--- src/rtl/alu_arbiter.sv ---
// Round-robin arbiter sharing one 32-bit ALU between two requesters,
// with a one-entry registered response buffer.
module alu_arbiter (
    input  logic        clk,
    input  logic        reset,
    input  logic        req0_valid,
    output logic        req0_ready,
    input  logic [31:0] req0_in1,
    input  logic [31:0] req0_in2,
    input  logic [3:0]  req0_op,
    input  logic        req1_valid,
    output logic        req1_ready,
    input  logic [31:0] req1_in1,
    input  logic [31:0] req1_in2,
    input  logic [3:0]  req1_op,
    output logic        rsp_valid,
    input  logic        rsp_ready,
    output logic        rsp_id,
    output logic [31:0] rsp_result,
    output logic        rsp_negative,
    output logic        rsp_zero,
    output logic        rsp_illegal
);

    typedef enum logic {IDLE, RESP} state_t;

    state_t      state_q, state_d;
    logic        last_q, last_d;
    logic        id_q, id_d;
    logic [31:0] res_q, res_d;
    logic        neg_q, neg_d;
    logic        zero_q, zero_d;
    logic        ill_q, ill_d;

    logic        can_accept;
    logic        gnt0, gnt1;
    logic        acc;
    logic [31:0] a, b;
    logic [3:0]  op;
    logic [31:0] alu_res;
    logic        alu_ill;

    // Tie goes to the port that did not win the last accepted op.
    always_comb begin
        can_accept = !reset && (state_q == IDLE || rsp_ready);
        gnt0       = req0_valid && (!req1_valid || last_q);
        gnt1       = req1_valid && (!req0_valid || !last_q);
        req0_ready = can_accept && gnt0;
        req1_ready = can_accept && gnt1;
        acc        = req0_ready || req1_ready;
    end

    assign a  = gnt1 ? req1_in1 : req0_in1;
    assign b  = gnt1 ? req1_in2 : req0_in2;
    assign op = gnt1 ? req1_op  : req0_op;

    always_comb begin
        alu_res = 32'd0;
        alu_ill = 1'b0;
        case (op)
            4'b0000: alu_res = a + b;
            4'b0001: alu_res = a - b;
            4'b0010: alu_res = a << b[4:0];
            4'b0011: alu_res = {31'd0, $signed(a) < $signed(b)};
            4'b0100: alu_res = {31'd0, a < b};
            4'b0101: alu_res = a ^ b;
            4'b0110: alu_res = a >> b[4:0];
            4'b0111: alu_res = $unsigned($signed(a) >>> b[4:0]);
            4'b1000: alu_res = a | b;
            4'b1001: alu_res = a & b;
            default: alu_ill = 1'b1;
        endcase
    end

    always_comb begin
        state_d = state_q;
        last_d  = last_q;
        id_d    = id_q;
        res_d   = res_q;
        neg_d   = neg_q;
        zero_d  = zero_q;
        ill_d   = ill_q;
        if (acc) begin
            state_d = RESP;
            last_d  = gnt1;
            id_d    = gnt1;
            res_d   = alu_res;
            neg_d   = alu_res[31];
            zero_d  = (alu_res == 32'd0);
            ill_d   = alu_ill;
        end else if (state_q == RESP && rsp_ready) begin
            state_d = IDLE;
        end
    end

    always_ff @(posedge clk) begin
        if (reset) begin
            state_q <= IDLE;
            last_q  <= 1'b1;
            id_q    <= 1'b0;
            res_q   <= 32'd0;
            neg_q   <= 1'b0;
            zero_q  <= 1'b0;
            ill_q   <= 1'b0;
        end else begin
            state_q <= state_d;
            last_q  <= last_d;
            id_q    <= id_d;
            res_q   <= res_d;
            neg_q   <= neg_d;
            zero_q  <= zero_d;
            ill_q   <= ill_d;
        end
    end

    assign rsp_valid    = (state_q == RESP);
    assign rsp_id       = id_q;
    assign rsp_result   = res_q;
    assign rsp_negative = neg_q;
    assign rsp_zero     = zero_q;
    assign rsp_illegal  = ill_q;

endmodule

--- config.mk ---
export PLATFORM = sky130hd
export DESIGN_NAME = alu_arbiter
export DESIGN_NICKNAME = d
export VERILOG_FILES = /design/src/rtl/alu_arbiter.sv
export SDC_FILE = /design/constraint.sdc
export NUM_CORES = 1
export LEC_CHECK = 0
export BUFFER_PORTS_ARGS = -buffer_cell sky130_fd_sc_hd__clkbuf_2
export CORE_MARGIN = 10
export CORE_UTILIZATION = 29
export DETAILED_ROUTE_END_ITERATION = 6
export SKIP_LAST_GASP = 1
export SLEW_MARGIN = 25
export SYNTH_ARGS = -nofsm -noshare
export SYNTH_HDL_FRONTEND = slang
export SYNTH_SLANG_ARGS = --single-unit
--- constraint.sdc ---
create_clock -name clk -period 5.2 [get_ports clk]
set_input_delay 0.52 -clock clk [delete_from_list [all_inputs] [get_ports clk]]
set_output_delay 0.52 -clock clk [all_outputs]
set_load 0.02 [all_outputs]
### Word level (Yosys, flattened, before mapping)

Cells that the tools add are included.

* latch bits: 0
* input bits: 141
* memory bits (read-only): 0
* RAM bits: 0
* register bits: 38
* logic and storage cells: 52
* output and inout port bits: 39
* memories kept: 0

* shift operators: 3
* div/mod/pow operators: 0
* add/sub/neg operators: 2
* $mul: 0
* equal/unequal tests: 9
* order comparisons: 2
* mux-type cells: 7
* bitwise gates (word level): 4
* reduce and logical (&&, ||, !) cells: 18

Operator list (count)
* 32-bit case mux with 10 select lines: 1
* 32-bit < comparator: 2
* 32-bit 2-to-1 mux: 2
* 32-bit adder: 1
* 32-bit AND: 1
* 32-bit logical NOT: 1
* 32-bit OR: 1
* 32-bit by 5-bit left shift with 32-bit output: 1
* 32-bit by 5-bit >> shifter with 32-bit output: 1
* 32-bit by 5-bit >>> shifter with 32-bit output: 1
* 32-bit subtractor: 1
* 32-bit bitwise XOR: 1
* 4-bit by 3-bit equality test with 1-bit output (second input constant): 4
* 10-bit OR reduction: 1
* 4-bit by 2-bit equality test with 1-bit output (second input constant): 2
* 4-bit equality test (second input constant): 2
* 1-bit logical AND: 6
* 4-bit by 1-bit equality test with 1-bit output (second input constant): 1
* 1-bit logical NOT: 4
* 4-bit logical NOT: 1
* 1-bit logical OR: 4
* 4-bit 2-to-1 mux: 1
* 1-bit 2-to-1 mux: 3
* 2-bit nonzero test: 1
* 1-bit NOT: 1

### Logic depth before layout (Yosys ltp)

Gate-level depths: netlist of the first run.

* depth after elaboration: 7
* depth in mapped cells: 24
* depth with buffers taken out: 18

### Worst setup path before layout of the first run

No wires, ideal clock.

* path kind: input-to-reg
* start: input port req1_valid
* end: register zero_q (netlist: rsp_zero)
* stages: 21
* data required time: 5.131 ns
* path buffers: 6
* path slack: 0.181 ns
* setup time: 0.069 ns
* arrival time: 4.950 ns
* cell sequence: a21bo_1 buf_6 buf_4 buf_2 buf_2 buf_1 buf_1 nand2_1 nand2_1 ha_1 or4_1 or2_2 a311oi_1 a31oi_1 a31oi_1 o21ai_0 a2111oi_2 a31oi_1 a2111oi_0 nand4_1 o21ai_1

* cells in the longest elaborated chain, start to end: 5
* elaborated cells on any way between the ends: 32
* classes of those cells: add/sub: 2; order compare: 2; eq/ne: 9; shift: 3; mux: 4; bitwise: 3; reduce/logical: 9

Ends and longest elaborated chain
* from (decl): line 11 `input logic req1_valid,`
* 1-bit logical AND / 1-bit logical NOT (equally long branches): line 47, 46
* 32-bit 2-to-1 mux, or another cell as far along: line 53 `assign a = gnt1 ? req1_in1 : req0_in1;`
* 32-bit subtractor, or another cell as far along: line 62 `4'b0001: alu_res = a - b;`
* 32-bit case mux with 10 select lines / 1-bit logical AND (equally long branches): line 60, 48
* 32-bit logical NOT / 1-bit logical OR (equally long branches): line 89, 50
* to (signal assigned): line 111 `zero_q <= zero_d;`
* to (decl): line 32 `logic zero_q, zero_d;`

Parallel ways exist; a longest one is shown, timed or not.
A chain may end at the register's enable or synchronous reset.

### Worst setup path after layout of the first run

Ends and elaborated chain as after synthesis.

==> metrics.md, run 1 <==
| Metric | Value |
|---|---|
| Status | complete, no violations |
| Die width | 236 µm |
| P_leak | 0.00743 µW |
| CORE AREA | 46500 µm² |
| Area of the multi-input gates | around 12000 µm² |
| Synth Register Bits | 37 |
| Hold_buf cts | 0 |
| Worst-path clk slew | 0.05 ns |
| Most numerous cell in the Yosys netlist | nand2_1 |
| Register share of total power | 9.8% |
| Mean Syn Cell Area | 6.78 µm² |
| Vias in the first global route | 16800 |
| Final core utilization | 34.8% |
| Crit Path Class | input pin to register |
| Count of pins over their slew limit | 0 |
| Setup TNS | 0 ns |
| Htree depth | 2 |
| Initial core utilization | around 30% |
| Initial antenna violation count | 3 |
| Hold Fails Final Rpt | 0 |
| Via density | about 6.2 |
| GRT Max-Usage Layer | met2 |
| Largest net degree at the start of global routing | roughly 70 |
| Post-synth top cells | nand2_1, mux2i_1, nor2_1 |
| CP Capture Type | register |
| Final setup vio count | 0 |
| CTS tree | built |
| Clk pwr share | 9.8% |
| GP Congestion | between 1 and 1.5 |
| Synth cell types | 86 |
| Crit path max fanout | 29 |
| Syn Nets | ~2200 |
| Die height | 236 µm |
| Clock sinks | 37 |
| Grt met1 use | a little under two fifths |
| Tot Pwr | 3330 µW |
| Placed Area | 16000 µm² |
| Critical Path AT | 5.23 ns |
| Met3 global-route usage | 3.30% |
| Fin nets | 2448 |
| Synth area leaders | mux2i_1, ha_1, nand2_1, dfxtp_1, nor2_1 |
| Switching Share | 56.0% |
| Cell area after layout | 16200 µm² |
| Clock buffer count from CTS | 5 |
| HPWL after detailed placement | between 60000 and 70000 µm |
| Rel. slew slack | 32.5% |
| Rows | between 70 and 80 |
| CTS resizes | 0 |
| Post-CTS Setup Bufs | 0 |
| Worst-Skew Late Latency | 0.28 ns |
| Grt ovf | 0 |
| Synthesized area | 13600 µm² |
| Max Cap Viol | 0 |
| Ys flop type | dfxtp_1 |
| Post-DRT Antenna Nets | 0 |
| Routed vias | 17400 |
| RSZ-0062 raised after global routing | false |
| DR WL/cell | 29.3 µm |
| Root Buffer | clkbuf_16 |
| First-pass GRT wire length | 119000 µm |
| Synth warnings | 0 |
| Pre-Repair DR Iteration Count | 6 |
| Synth top area share | 18.0% |
| GRT Overall Usage | 27.8% |
| Top-Level Pins | 180 |
| Comb pwr share | between 80% and 90% |
| Critical path startpoint category | input pin |
| P_int | ~1500 µW |
| Post-synth top area cell | mux2i_1 |
| Storage cell area | between 700 and 800 µm² |
| Fin crit period | 5.03 ns |
| Seq/Total Area, Yosys | approximately 5.5% |
| # port buffers | 179 |
| Post-place setup slack | -0.139 ns |
| Share of layout cells above drive strength 1 | 19.8% |
| VDD IR max | roughly 0.00023 V |
| Initial drt markers | 2151 |
| Maximum clock insertion buffer count | 2 |
| Final WL | 82600 µm |
| Async SR Flop Fraction | 0% |
| HP Class | register to register |
| Sw power | 1870 µW |
| Final period util | around 97% |
| Slew @ Worst Pin | 0.985 ns |
| Final setup margin | approximately 0.17 ns |
| DRC viols | 0 |
| Final-layout fill cell count | around 5000 |
| Layout area overhead | 19.0% |
| P per Cell Area | 206 nW/µm² |
| Worst EP required | 5.41 ns |
| Mapped Cells | between 2000 and 2500 |
| Layout Skew | between 0.004 and 0.005 ns |
| Die area | 55900 µm² |
| Met2 Track Usage GR | ~43% |
| Achievable frequency | 199 MHz |
| Number of flops mapped to enable cells by yosys | 0 |
==> flip-flops by register name (all words and copies together) (netlist names) <==
signal	count
last_q	1
rsp_id	1
rsp_illegal	1
rsp_result	32
rsp_valid	1
rsp_zero	1
==> power groups by stage <==
stage          combinational, µW  sequential, µW  clock (µW)
2_1_floorplan               1460             363           0
6_report                    2680             328         327
5_1_grt                     2820             331         344
4_1_cts                     2600             328         335
3_5_place_dp                2580             334           0
3_3_place_gp                2590             333           0
==> per-stage QoR <==
step | hold WS [ns] | cells
after floorplan | 0.530 | 2002
after global placement | 0.450 | 2809
after detailed placement | 0.457 | 2809
after CTS | 0.467 | 2816
after global routing | 0.487 | 2818
final | 0.467 | 2818
==> cell usage in the layout (no fill, tap or decap), types with 18 or more instances in the layout <==
cell type,n
ha_1,96
o211ai_1,35
a31oi_1,36
nor2_1,175
mux2_2,38
o221ai_1,19
buf_4,165
a211oi_1,57
o21ai_0,81
nor4_1,18
dfxtp_1,37
a22oi_1,29
mux2i_1,241
nor2b_1,23
nand2_1,297
nand3_1,49
a21o_1,18
a21oi_1,125
inv_1,93
clkbuf_2,177
nor3_1,57
==> worst max-delay path: stages <==
cell and delay (ns):
clkbuf_2 0.15, a21boi_4 0.32, buf_12 0.25, buf_4 0.41, buf_4 0.36, mux2i_1 0.19
mux2i_1 0.49, mux2i_1 0.20, a211oi_1 0.51, o22ai_1 0.18, buf_4 0.19, a211oi_1 0.65
nand4b_1 0.17, nor4_1 0.24, nand4_1 0.20, o21ai_1 0.18
==> cell type report <==
type	instances	area share, %
Multi-Input combinational cell	1717	73.1
Timing Repair Buffer	352	14.4
Tap cell	607	4.70
Sequential cell	37	4.58
Inverter	96	2.23
Clock buffer	5	0.774
Clock inverter	2	0.217
Antenna cell	2	0.0310
==> worst paths after layout <==
check | start | end | slack, ns | cells past startpoint
min reg2reg | rsp_id | rsp_id | 0.47 | 2
min | rsp_id | rsp_id | 0.47 | 2
max | req1_valid | rsp_zero | 0.17 | 16
max reg2reg | last_q | rsp_zero | 0.23 | 15
==> layer usage <==
| metal | vias up | part of all wire, % |
|---|---|---|
| met5 | - | 0.016 |
| met4 | 2 | 6.1 |
| met3 | 166 | 7.2 |
| met2 | 892 | 43 |
| met1 | 8527 | 43 |
| li1 | 7842 | - |
==> cell families (layout without fill, tap and decap cells) <==
| family | count (synthesis) | after routing | share of synthesized area, % |
|---|---|---|---|
| buf+inv | 248 | 455 | 7.98 |
| compound gates | 584 | 584 | 29.6 |
| xor+xnor | 10 | 10 | 0.645 |
| simple gates | 733 | 733 | 24.6 |
| fa+ha+maj | 98 | 98 | 9.14 |
| other cells | 0 | 2 | 0 |
| flops | 37 | 37 | 5.45 |
| mux | 292 | 292 | 22.6 |
Power figures use the tool's default switching activity.
==> run 2: changes to the inputs <==
--- a/config.mk
+++ b/config.mk
@@ -5,10 +5,11 @@
 export SDC_FILE = /design/constraint.sdc
 export NUM_CORES = 1
 export LEC_CHECK = 0
-export BUFFER_PORTS_ARGS = -buffer_cell sky130_fd_sc_hd__clkbuf_2
+export BUFFER_PORTS_ARGS = -buffer_cell sky130_fd_sc_hd__buf_2
 export CORE_MARGIN = 10
 export CORE_UTILIZATION = 29
 export DETAILED_ROUTE_END_ITERATION = 6
+export SKIP_CTS_REPAIR_TIMING = 1
 export SKIP_LAST_GASP = 1
 export SLEW_MARGIN = 25
 export SYNTH_ARGS = -nofsm -noshare
==> run 2 against run 1 <==
Against the previous run: flip-flop and latch count stayed put; setup slack better by 0.091 ns; maximum frequency is 1.8% higher; die area stayed put; non-clock buffer count is 1 lower; sequential power hardly changed; cell count hardly changed; critical path type is now register to register; critical endpoint unchanged.
==> metrics.md, run 2 (synthesis results as in run 1) <==
| Metric | Value |
|---|---|
| Worst r2r src | last_q |
| # port buffers | 179 |
| Post-DRT Antenna Nets | 0 |
| Status | complete, no violations |
| Grt ovf | 0 |
| R2r setup slk | 0.26 ns |
| Worst hold margin | 0.453 ns |
| Die width | about 240 µm |
| Tot Pwr | 3330 µW |
| VDD IR max | 0.000243 V |
| Worst-path clk slew | roughly 0.06 ns |
| Final period util | 94.9% |
| Worst hold start | rsp_result[19] |
| Crit path max fanout | 28 |
| P per Cell Area | about 210 nW/µm² |
| Die area | ~56000 µm² |
| Worst reg2reg endpoint | rsp_zero |
| HPWL after detailed placement | 66700 µm |
| Final WL | approximately 80000 µm |
| Htree depth | 2 |
| RSZ-0062 raised after global routing | false |
| Final setup vio count | 0 |
| HP Class | register to register |
| GP Congestion | 1.05 |
| Initial core utilization | between 20% and 30% |
| Commonest non-fill, non-tap cell in the layout | nand2_1 |
| Count of pins over their slew limit | 0 |
| Most frequent cells in the layout | nand2_1, mux2i_1, buf_2 |
| Achievable frequency | 203 MHz |
| Hold Fails Final Rpt | 0 |
| Hold Crit Depth | 2 |
| Die height | roughly 240 µm |
| Fin nets | 2447 |
| Setup TNS | 0 ns |
| Final core utilization | 34.7% |
| Share of layout cells above drive strength 1 | 19.8% |
| DRC viols | 0 |
| P_leak | between 0.007 and 0.008 µW |
| Storage cell area | 741 µm² |
| Routed vias | 17200 |
| Slew @ Worst Pin | 0.983 ns |
| Vias in the first global route | ~16000 |
| Largest net degree at the start of global routing | 56 |
| Fin crit period | 4.94 ns |
| First-pass GRT wire length | around 120000 µm |
| Worst EP required | 5.41 ns |
| Root Buffer | clkbuf_16 |
| Initial drt markers | 2199 |
| CP Capture Type | register |
| Layout area overhead | 18.7% |
| Layout Skew | 0.00493 ns |
| Maximum clock insertion buffer count | 2 |
| Area of the multi-input gates | ~12000 µm² |
| Critical Path AT | 5.15 ns |
| Worst-Skew Late Latency | approximately 0.28 ns |
| Crit Path Class | register to register |
| Rows | 79 |
| DR WL/cell | 28.6 µm |
| Worst hold endpoint | rsp_result[19] |
| Max Cap Viol | 0 |
| Via density | between 6 and 7 |
| Critical path startpoint category | register |
| Max reg flops | 32 |
| Register-to-Register Path Depth | 17 |
| GRT Overall Usage | approximately 27% |
| Pre-Repair DR Iteration Count | 6 |
| Final-layout fill cell count | between 5000 and 6000 |
| Clock buffer count from CTS | 5 |
| Top-Level Pins | 180 |
| Clock sinks | 37 |
| CORE AREA | 46500 µm² |
| Initial antenna violation count | 3 |
| CTS tree | built |
| Rel. slew slack | 33.6% |
| Crit path launch | last_q |
-- run 2: cell count changes in the layout (fill, tap and decap cells not counted), moves of 3 or more --
cell,change
buf_12,-4
buf_2,+177
clkbuf_2,-177
buf_4,+3
-- run 2: worst max-delay path: stages (launching register included) --
cell	delay [ns]
dfxtp_1	0.46
a21bo_4	0.29
buf_12	0.23
buf_4	0.23
nand2_1	0.07
nand2_1	0.10
ha_1	0.30
or2_2	0.35
o2bb2ai_1	0.59
o311ai_0	0.26
buf_4	0.20
a31oi_1	0.50
a311oi_1	0.30
or3_1	0.37
o2111ai_1	0.11
nor3b_1	0.22
nand4_1	0.14
o21ai_1	0.13
-- run 2: final cells by class --
cell class	instances	share of cell area, %
antenna	3	0.0465
clock buffer	6	0.861
clock inverter	2	0.233
inverter	96	2.23
multi-input combinational	1717	73.3
sequential	37	4.59
tap	607	4.71
timing repair buffer	351	14.1
-- run 2: power breakdown --
part / leakage, µW / switching (µW) / internal, µW / total [µW]
combinational: 0.00702 / 1730 / 924 / 2660
clock: 0.0000831 / 111 / 239 / 350
sequential: 0.000306 / 14.7 / 311 / 326
-- run 2: worst max-delay path by stage --
stage               end  slack (ns)  cells after the start
6_report       rsp_zero        0.26                     17
5_1_grt        rsp_zero        0.02                     19
4_1_cts        rsp_zero        0.17                     19
3_5_place_dp   rsp_zero       -0.11                     19
3_3_place_gp   rsp_zero         0.1                     19
2_1_floorplan  rsp_zero        0.18                     21
-- run 2: per-layer routing --
layer  up-vias  share of wire, %  wire [µm]  track usage (%)
met4         0               4.8       3910             11.5
met5         -                 0          0                0
met3       122               7.0       5650             3.25
li1       7862                 -          -                -
met2       811                44      35800             42.9
met1      8368                44      35300             36.2
-- run 2: per-stage QoR --
step / cell area [µm²] / cells / setup WS, ns
6_report: 16100 / 2819 / 0.263
5_1_grt: 16100 / 2819 / 0.0161
4_1_cts: 16100 / 2816 / 0.174
3_5_place_dp: 15900 / 2808 / -0.112
3_3_place_gp: 15900 / 2808 / 0.0951
2_1_floorplan: 13600 / 2002 / 0.181
